File: config.mk
export PLATFORM = sky130hd
export DESIGN_NAME = uart_tx_flat
export DESIGN_NICKNAME = d
export VERILOG_FILES = /design/src/rtl/uart_tx_if.sv /design/src/rtl/uart_tx.sv /design/src/flat_wrapper.sv
export SDC_FILE = /design/constraint.sdc
export NUM_CORES = 1
export LEC_CHECK = 0
export CAP_MARGIN = 20
export CORE_MARGIN = 1
export CORE_UTILIZATION = 40
export CTS_CLUSTER_DIAMETER = 80
export DETAILED_ROUTE_END_ITERATION = 8
export GPL_TIMING_DRIVEN = 0
export HOLD_SLACK_MARGIN = 0.02
export PLACE_DENSITY = 0.84
export SLEW_MARGIN = 20
export SYNTH_ARGS = -nofsm -noshare
export SYNTH_HDL_FRONTEND = slang
export SYNTH_SLANG_ARGS = --single-unit
File: constraint.sdc
create_clock -name clk -period 2.31 [get_ports clk]
set_clock_uncertainty 0.2 [all_clocks]
set_input_delay 0.3465 -clock clk [delete_from_list [all_inputs] [get_ports clk]]
set_output_delay 0.3465 -clock clk [all_outputs]
set_load 0.03 [all_outputs]
File: src/rtl/uart_tx_if.sv
// Processor bus view of the UART transmitter: I/O select, address, write data,
// byte mask, read strobe and registered read data.
interface uart_tx_if;
  logic        io_sel;
  logic [31:0] mem_addr;
  logic [31:0] mem_wdata;
  logic [3:0]  mem_wmask;
  logic        mem_rstrb;
  logic [31:0] mem_rdata;

  modport master (
    output io_sel, mem_addr, mem_wdata, mem_wmask, mem_rstrb,
    input  mem_rdata
  );

  modport slave (
    input  io_sel, mem_addr, mem_wdata, mem_wmask, mem_rstrb,
    output mem_rdata
  );
endinterface

File: src/rtl/uart_tx.sv
// Memory-mapped 8N1 UART transmitter with a small transmit FIFO.
// TXDATA (addr[2]=0) pushes a byte; STATUS (addr[2]=1) reads {overflow, empty, busy, full}.
module uart_tx #(
  parameter int unsigned CLK_FREQ_HZ  = 27000000,
  parameter int unsigned BAUD         = 115200,
  parameter int unsigned CLKS_PER_BIT = CLK_FREQ_HZ / BAUD,
  parameter int unsigned FIFO_DEPTH   = 4
) (
  input  logic      clk,
  input  logic      reset,
  uart_tx_if.slave  bus,
  output logic      TXD,
  output logic      busy
);

  localparam int unsigned CNT_W = $clog2(CLKS_PER_BIT);
  localparam int unsigned PTR_W = $clog2(FIFO_DEPTH);
  localparam logic [CNT_W-1:0] CNT_MAX = CNT_W'(CLKS_PER_BIT - 1);
  localparam logic [PTR_W:0]   CNT_FULL = (PTR_W + 1)'(FIFO_DEPTH);

  typedef enum logic [1:0] {IDLE, START, DATA, STOP} state_t;

  state_t           state, state_nxt;
  logic [CNT_W-1:0] baud_cnt;
  logic [2:0]       bit_idx;
  logic [7:0]       shift;
  logic [7:0]       fifo_mem [FIFO_DEPTH];
  logic [PTR_W-1:0] wr_ptr, rd_ptr;
  logic [PTR_W:0]   count;
  logic             overflow;

  logic bit_end, empty, full, pop, push_req, push, ovf_set, status_rd, txd_d;
  logic unused_bits;

  assign unused_bits = ^{bus.mem_addr[31:3], bus.mem_addr[1:0],
                         bus.mem_wdata[31:8], bus.mem_wmask[3:1]};

  assign bit_end   = (baud_cnt == CNT_MAX);
  assign empty     = (count == '0);
  assign full      = (count == CNT_FULL);
  assign push_req  = bus.io_sel & bus.mem_wmask[0] & ~bus.mem_addr[2];
  // A full FIFO still takes a byte when the FSM pops in the same cycle.
  assign push      = push_req & (~full | pop);
  assign ovf_set   = push_req & full & ~pop;
  assign status_rd = bus.io_sel & bus.mem_rstrb & bus.mem_addr[2];

  always_comb begin
    busy = ~empty | (state != IDLE);
  end

  // State register
  always_ff @(posedge clk or negedge reset) begin
    if (!reset) state <= IDLE;
    else        state <= state_nxt;
  end

  // Next-state logic
  always_comb begin
    state_nxt = state;
    unique case (state)
      IDLE:  if (!empty) state_nxt = START;
      START: if (bit_end) state_nxt = DATA;
      DATA:  if (bit_end && bit_idx == 3'd7) state_nxt = STOP;
      STOP:  if (bit_end) state_nxt = empty ? IDLE : START;
      default: state_nxt = IDLE;
    endcase
  end

  // Output logic: pop request and the value TXD takes after the coming edge
  always_comb begin
    pop   = 1'b0;
    txd_d = 1'b1;
    unique case (state)
      IDLE: begin
        pop   = ~empty;
        txd_d = empty;
      end
      START: txd_d = bit_end ? shift[0] : 1'b0;
      DATA: begin
        if (!bit_end)               txd_d = shift[bit_idx];
        else if (bit_idx == 3'd7)   txd_d = 1'b1;
        else                        txd_d = shift[bit_idx + 3'd1];
      end
      STOP: begin
        pop   = bit_end & ~empty;
        txd_d = ~(bit_end & ~empty);
      end
      default: ;
    endcase
  end

  always_ff @(posedge clk or negedge reset) begin
    if (!reset) begin
      TXD      <= 1'b1;
      baud_cnt <= '0;
      bit_idx  <= '0;
      shift    <= '0;
    end else begin
      TXD <= txd_d;
      if (state == IDLE || bit_end) baud_cnt <= '0;
      else                          baud_cnt <= baud_cnt + 1'b1;
      if (pop) begin
        shift   <= fifo_mem[rd_ptr];
        bit_idx <= '0;
      end else if (state == DATA && bit_end) begin
        bit_idx <= bit_idx + 3'd1;
      end
    end
  end

  always_ff @(posedge clk) begin
    if (push) fifo_mem[wr_ptr] <= bus.mem_wdata[7:0];
  end

  always_ff @(posedge clk or negedge reset) begin
    if (!reset) begin
      wr_ptr   <= '0;
      rd_ptr   <= '0;
      count    <= '0;
      overflow <= 1'b0;
    end else begin
      if (push) wr_ptr <= wr_ptr + 1'b1;
      if (pop)  rd_ptr <= rd_ptr + 1'b1;
      unique case ({push, pop})
        2'b10:   count <= count + 1'b1;
        2'b01:   count <= count - 1'b1;
        default: count <= count;
      endcase
      // A new drop in the same cycle as a STATUS read stays flagged.
      overflow <= (overflow & ~status_rd) | ovf_set;
    end
  end

  always_ff @(posedge clk or negedge reset) begin
    if (!reset) begin
      bus.mem_rdata <= '0;
    end else if (bus.io_sel && bus.mem_rstrb) begin
      bus.mem_rdata <= bus.mem_addr[2] ? {28'b0, overflow, empty, busy, full} : '0;
    end
  end

endmodule
File: src/flat_wrapper.sv
// flat-port wrapper written by rule: the top's interface ports become plain ports
module uart_tx_flat 
#(
  parameter int unsigned CLK_FREQ_HZ  = 27000000,
  parameter int unsigned BAUD         = 115200,
  parameter int unsigned CLKS_PER_BIT = CLK_FREQ_HZ / BAUD,
  parameter int unsigned FIFO_DEPTH   = 4
)
  (clk, reset, TXD, busy, bus_io_sel, bus_mem_addr, bus_mem_wdata, bus_mem_wmask, bus_mem_rstrb, bus_mem_rdata);
  uart_tx_if bus_i ();
  input  logic clk;
  input  logic reset;
  output logic TXD;
  output logic busy;
  input wire logic [$bits(bus_i.io_sel)-1:0] bus_io_sel;
  input wire logic [$bits(bus_i.mem_addr)-1:0] bus_mem_addr;
  input wire logic [$bits(bus_i.mem_wdata)-1:0] bus_mem_wdata;
  input wire logic [$bits(bus_i.mem_wmask)-1:0] bus_mem_wmask;
  input wire logic [$bits(bus_i.mem_rstrb)-1:0] bus_mem_rstrb;
  output wire logic [$bits(bus_i.mem_rdata)-1:0] bus_mem_rdata;
  assign bus_i.io_sel = bus_io_sel;
  assign bus_i.mem_addr = bus_mem_addr;
  assign bus_i.mem_wdata = bus_mem_wdata;
  assign bus_i.mem_wmask = bus_mem_wmask;
  assign bus_i.mem_rstrb = bus_mem_rstrb;
  assign bus_mem_rdata = bus_i.mem_rdata;
  uart_tx #(.CLK_FREQ_HZ(CLK_FREQ_HZ), .BAUD(BAUD), .CLKS_PER_BIT(CLKS_PER_BIT), .FIFO_DEPTH(FIFO_DEPTH)) u_core (.clk(clk), .reset(reset), .bus(bus_i), .TXD(TXD), .busy(busy));
endmodule
Word level (Yosys, flattened, before mapping)

Memories as Yosys holds them, arrays and structs flattened. A register that Yosys moved wholly into a read port is not among the register bits.
Index checks and enable logic that the tools add are counted.

Output and inout port bits: 34
Input bits: 72
Memories kept: 1
RAM bits: 32
Register bits after elaboration: 54

$add $sub $neg: 6
Bitwise operators: 18
Reductions and logical operators: 11
Muxes and demuxes: 22
Eq/ne operators: 12
Order comparisons: 2

Memories:

| name            | words | width | read ports | clocked after memory_dff | wr ports | line          | text |
|---|---|---|---|---|---|---|---|
| u_core.fifo_mem | 4     | 8     | 1          | 1                        | 1        | uart_tx.sv:27 | `logic [7:0] fifo_mem [FIFO_DEPTH];` |

Operators by type and width:

| kind                                                                         | number |
|---|---|
| 1-bit AND                                                                    | 9 |
| 8-bit by 1-bit adder with 8-bit output, second input constant                | 1 |
| 8-bit == test, second input constant                                         | 1 |
| 3-bit by 4-bit less-than comparator with 1-bit output, second input constant | 2 |
| 1-bit two-way mux                                                            | 8 |
| 2-bit two-way mux                                                            | 4 |
| 8-bit two-way mux                                                            | 1 |
| 2-bit one-hot mux with 4 select lines                                        | 1 |
| 3-bit by 1-bit adder with 3-bit output, second input constant                | 2 |
| 1-bit binary-select mux with 3-bit select                                    | 2 |
| 2-bit == test, second input constant                                         | 3 |
| 3-bit == test, second input constant                                         | 2 |
| 3-bit two-way mux                                                            | 2 |
| 2-bit by 1-bit inequality test with 1-bit output, second input constant      | 3 |
| 1-bit NOT                                                                    | 6 |
| 3-bit one-hot mux with 2 select lines                                        | 1 |
| 2-bit nonzero test                                                           | 3 |
| 2-bit by 1-bit adder with 2-bit output, second input constant                | 2 |
| 2-bit by 1-bit == test with 1-bit output, second input constant              | 2 |
| 4-bit two-way mux                                                            | 1 |
| 1-bit one-hot mux with 4 select lines                                        | 1 |
| 4-bit AND reduction                                                          | 1 |
| 1-bit logical AND                                                            | 3 |
| 3-bit zero test                                                              | 1 |
| other kinds (7)                                                              | 9 |

Depth between registers and ports, before layout

Gate-level depths: netlist of run 1.

Word-level depth: 8
Mapped depth: 9
Mapped depth without buffers: 9

Least setup slack after synthesis of run 1

Ideal clock, no wire load.

Path kind: reg2reg
Start: register u_core.baud_cnt[1]
End: memory u_core.fifo_mem[0][0], enable pin
Setup slack: 0.017 ns
Clock period less this slack: 2.293 ns
Data required time: 1.778 ns
Stages on the path, launching flop included: 8
Data arrival time: 1.762 ns
Library setup time: 0.332 ns
Path through: dfrtp_1 inv_1 ha_1 and4bb_2 a31oi_4 nor3_4 o21a_4 and2_1

Word-level cells in the longest chain between the ends: 7

Ends and longest elaborated chain:

| element                                 | line           | text |
|---|---|---|
| start, declared                         | uart_tx.sv:24  | `logic [CNT_W-1:0] baud_cnt;` |
| start signal, assigned                  | uart_tx.sv:101 | `else baud_cnt <= baud_cnt + 1'b1;` |
| 8-bit == test                           | uart_tx.sv:38  | `assign bit_end = (baud_cnt == CNT_MAX);` |
| 1-bit AND                               | uart_tx.sv:85  | `pop = bit_end & ~empty;` |
| 1-bit one-hot mux with 2 select lines   | uart_tx.sv:73  | `unique case (state)` |
| 1-bit bitwise OR                        | uart_tx.sv:43  | `assign push = push_req & (~full \| pop);` |
| 1-bit AND                               | uart_tx.sv:43  |  |
| 1-bit two-way mux                       | uart_tx.sv:112 | `if (push) fifo_mem[wr_ptr] <= bus.mem_wdata[7:0];` |
| 1-bit two-way mux (not written as such) | uart_tx.sv:112 |  |
| end, declared                           | uart_tx.sv:27  |  |

No other way between the ends.

Final worst setup path of run 1

Start: register u_core.count[0]
End: output busy

Word-level cells in the longest chain between the ends: 3

Ends and longest elaborated chain:

| element                | line               | text |
|---|---|---|
| start, declared        | uart_tx.sv:29      | `logic [PTR_W:0] count;` |
| start signal, assigned | uart_tx.sv:125     | `2'b10: count <= count + 1'b1;` |
| start signal, assigned | uart_tx.sv:126     | `2'b01: count <= count - 1'b1;` |
| start signal, assigned | uart_tx.sv:127     | `default: count <= count;` |
| 3-bit zero test        | uart_tx.sv:39      | `assign empty = (count == '0);` |
| 1-bit NOT              | uart_tx.sv:48      | `busy = ~empty \| (state != IDLE);` |
| 1-bit bitwise OR       | uart_tx.sv:48      |  |
| end, declared          | flat_wrapper.sv:14 | `output logic busy;` |

No other way between the ends.

==> impl_metrics.env, run 1 <==
export IMPL_status="completed"
export IMPL_grt_max_degree=22
export IMPL_ys_seq_area_frac=0.554
export IMPL_grt_setup_unrepaired="yes"
export IMPL_drt_iter0_drc=118
export IMPL_grtUsageMet2=0.240
export IMPL_relSlewSlack=0.642
export IMPL_cp_cell_sequence="nor3_4, nand2_1, dlygate4sd2_1"
export IMPL_critPathTopFamily="simple AND/OR/NAND/NOR gates"
export IMPL_grt_busiest_layer="met2"
export IMPL_p_per_area_nw_per_um2=1070
export IMPL_critPathMaxFanout=5
export IMPL_ys_flop_type="dfrtp_1"
export IMPL_core_area_um2=7810
export IMPL_r2r_start="u_core.bit_idx[1]$_DFFE_PN0P_"
export IMPL_port_buffers=19
export IMPL_start_kind="flop"
export IMPL_num_vias=1983
export IMPL_mostFrequentLayoutCells="buf_4, dfrtp_1, edfxtp_1"
export IMPL_routed_wl_mm=5.38
export IMPL_place_congestion=0.775
export IMPL_wire_per_inst_um=13.0
export IMPL_grt_pass1_wl_mm=8.91
export IMPL_post_route_period_util=0.977
export IMPL_io_pins=106
export IMPL_p_leak_uw=0.00168
export IMPL_cp_end_kind="output pin"
export IMPL_die_w_um=92.5
export IMPL_switching_power_uw=1490
export IMPL_tightest_slew_ns=0.537
export IMPL_arrival_ns=1.71
export IMPL_crit_path_top_delay_cell="dfrtp_1"
export IMPL_insertedDiodeCount=0
export IMPL_switching_share=0.343
export IMPL_insertion_delay_ns=0.35
export IMPL_max_stage_delay_ns=0.44
export IMPL_max_vdd_ir_drop_v=0.000773
export IMPL_nets=394
export IMPL_regToRegSetupSlack_ns=0.10
export IMPL_cp_required_ns=1.76
export IMPL_path_clk_slew_ns=0.07
export IMPL_max_freq_mhz=443
export IMPL_cap_violations=0
export IMPL_ctsLongestPathBuffers=2
export IMPL_grtUsageTotal=0.140
export IMPL_synth_area_um2=3270
export IMPL_fin_util=0.521
export IMPL_power_total_uw=4360
export IMPL_timing_final_crit_period_ns=2.26
export IMPL_reg2reg_depth=6
export IMPL_grt_pass1_vias=1928
export IMPL_clock_sinks=66
export IMPL_dieArea_um2=8550
export IMPL_crit_type="reg2out"
export IMPL_syn2layout_area_growth_pct=24.1
export IMPL_post_dp_hpwl_mm=3.82
export IMPL_synth_seq_cells=66
export IMPL_initial_core_util=0.419
export IMPL_cts_buffers=9
export IMPL_grt_ovfl_total=0
export IMPL_drc=0
export IMPL_hold_slack_ns=0.264
export IMPL_drtAntennaViolNets=0
export IMPL_antenna_found_initial=0
export IMPL_mostFrequentLayoutCell="buf_4"
export IMPL_timing_rr_end="u_core.TXD$_DFF_PN1_"
export IMPL_synth_distinct_cells=48
export IMPL_root_buffer="clkbuf_8"
export IMPL_setup_viol=0
export IMPL_hp_class="in2async"
export IMPL_die_h_um=92.5
export IMPL_cts_tree="yes"
export IMPL_hold_viol=0
export IMPL_combinationalPowerShare=0.391
export IMPL_sequentialPowerShare=0.390
export IMPL_fin_setup_tns_ns=0
export IMPL_maxSlewViolCount=0
export IMPL_htreeDepth=3
export IMPL_async_reset_ff_frac=0.515
export IMPL_syn_avg_cell_area_um2=13.6
export IMPL_grt_met1_usage=0.153
export IMPL_synth_cells=241
export IMPL_use_met3=0.0632
export IMPL_drt_pass1_iter_count=4
export IMPL_p_int_uw=2860
export IMPL_yosysWarningCount=0
export IMPL_routed_via_density=4.78
export IMPL_fin_cells=415
export IMPL_clockPowerShare=0.219
export IMPL_place_inst=390
export IMPL_drive_above_1_share=0.326
export IMPL_path_buf_inv=1
export IMPL_synth_edf_count=32
export IMPL_fp_row_count=32
-- cell usage after synthesis, drive strengths merged, types with 2 or more instances --
| library cell | instances | area share |
|---|---|---|
| nand3 | 9 | 0.014 |
| a21oi | 5 | 0.0076 |
| a211o | 2 | 0.0054 |
| inv | 8 | 0.0092 |
| ha | 13 | 0.050 |
| xor2 | 7 | 0.019 |
| buf | 33 | 0.073 |
| or3 | 2 | 0.0038 |
| nor3 | 3 | 0.0080 |
| and2 | 6 | 0.011 |
| mux2 | 10 | 0.034 |
| dfrtp | 33 | 0.25 |
| nand2 | 15 | 0.017 |
| a31oi | 2 | 0.0084 |
| o21ai | 8 | 0.012 |
| mux4 | 11 | 0.076 |
| mux2i | 4 | 0.012 |
| and3 | 2 | 0.0038 |
| xnor2 | 5 | 0.013 |
| nor2 | 10 | 0.011 |
| edfxtp | 32 | 0.29 |
| o21a | 2 | 0.0069 |
-- flip-flops by register name, summed over array words and instances (netlist names), 3 cells and up --
name and count:
u_core.fifo_mem 32, u_core.baud_cnt 8, u_core.shift 8, u_core.bus.mem_rdata 4, u_core.bit_idx 3, u_core.count 3
-- timing repair --
action,4_1_cts,5_1_grt
setup buffers,4,5
hold endpoints to repair,34,0
pin swaps,1,4
hold buffers,1,0
endpoints found under the setup margin,38,40
resized for setup,14,11
-- power by group through the flow --
stage	Clock, uW	Sequential, uW	Combinational (uW)
final	954	1700	1700
after floorplan	0	1710	1160
after global routing	1040	1730	1870
after global placement	0	1700	1460
after detailed placement	0	1710	1520
after CTS	986	1680	1620
-- logic make-up (layout without fill, tap and decap cells) --
family	after synthesis	in the layout	share of synthesized area
simple gates	54	54	0.0871
flops	66	66	0.554
other cells	1	28	0.00115
xor+xnor	12	12	0.0321
compound gates	27	27	0.0638
mux	25	25	0.122
fa+ha+maj	14	14	0.0558
buf+inv	42	87	0.0841
-- routing by layer --
metal | wire length (um) | vias up
li1 | - | 948
met1 | 2210 | 966
met2 | 2750 | 62
met3 | 339 | 7
met4 | 87 | 0
met5 | 0 | -
-- how the worst max path moves through the flow --
stage / from / endpoint / slack, ns / depth (start not counted)
after global placement: u_core.baud_cnt[1]$_DFF_PN0_ / u_core.fifo_mem[1][4]$_DFFE_PP_ / -0.28 / 7
after detailed placement: u_core.baud_cnt[1]$_DFF_PN0_ / u_core.fifo_mem[3][4]$_DFFE_PP_ / -0.35 / 7
after CTS: u_core.bit_idx[1]$_DFFE_PN0P_ / u_core.TXD$_DFF_PN1_ / 0.0008 / 6
after global routing: u_core.count[0]$_DFFE_PN0P_ / busy / -0.06 / 3
after floorplan: u_core.baud_cnt[1]$_DFF_PN0_ / u_core.fifo_mem[0][0]$_DFFE_PP_ / 0.02 / 7
final: u_core.count[0]$_DFFE_PN0P_ / busy / 0.05 / 3
-- through the flow --
| stage | instance area, um2 | worst slack (ns) |
|---|---|---|
| finish | 4070 | 0.0528 |
| global route | 4070 | -0.0558 |
| CTS | 3980 | 0.000814 |
| detailed placement | 3720 | -0.345 |
| global placement | 3690 | -0.283 |
| floorplan | 3380 | 0.0165 |
-- final cells by class --
type,instances,area [um2]
inverters,8,30.0
fillers,647,3740
repair buffers,30,293
multi-input cells,160,1370
well taps,102,128
plain buffers,33,234
flip-flops and latches,66,1810
clock inverters,7,77.6
clock buffers,9,124
(Power assumes the default switching activity.)
==> run 2, diff against run 1 <==
CTS_CLUSTER_DIAMETER = 150   (was 80)
==> results of run 2 <==
Final layout, timing and power as in run 1 (identical DEF).
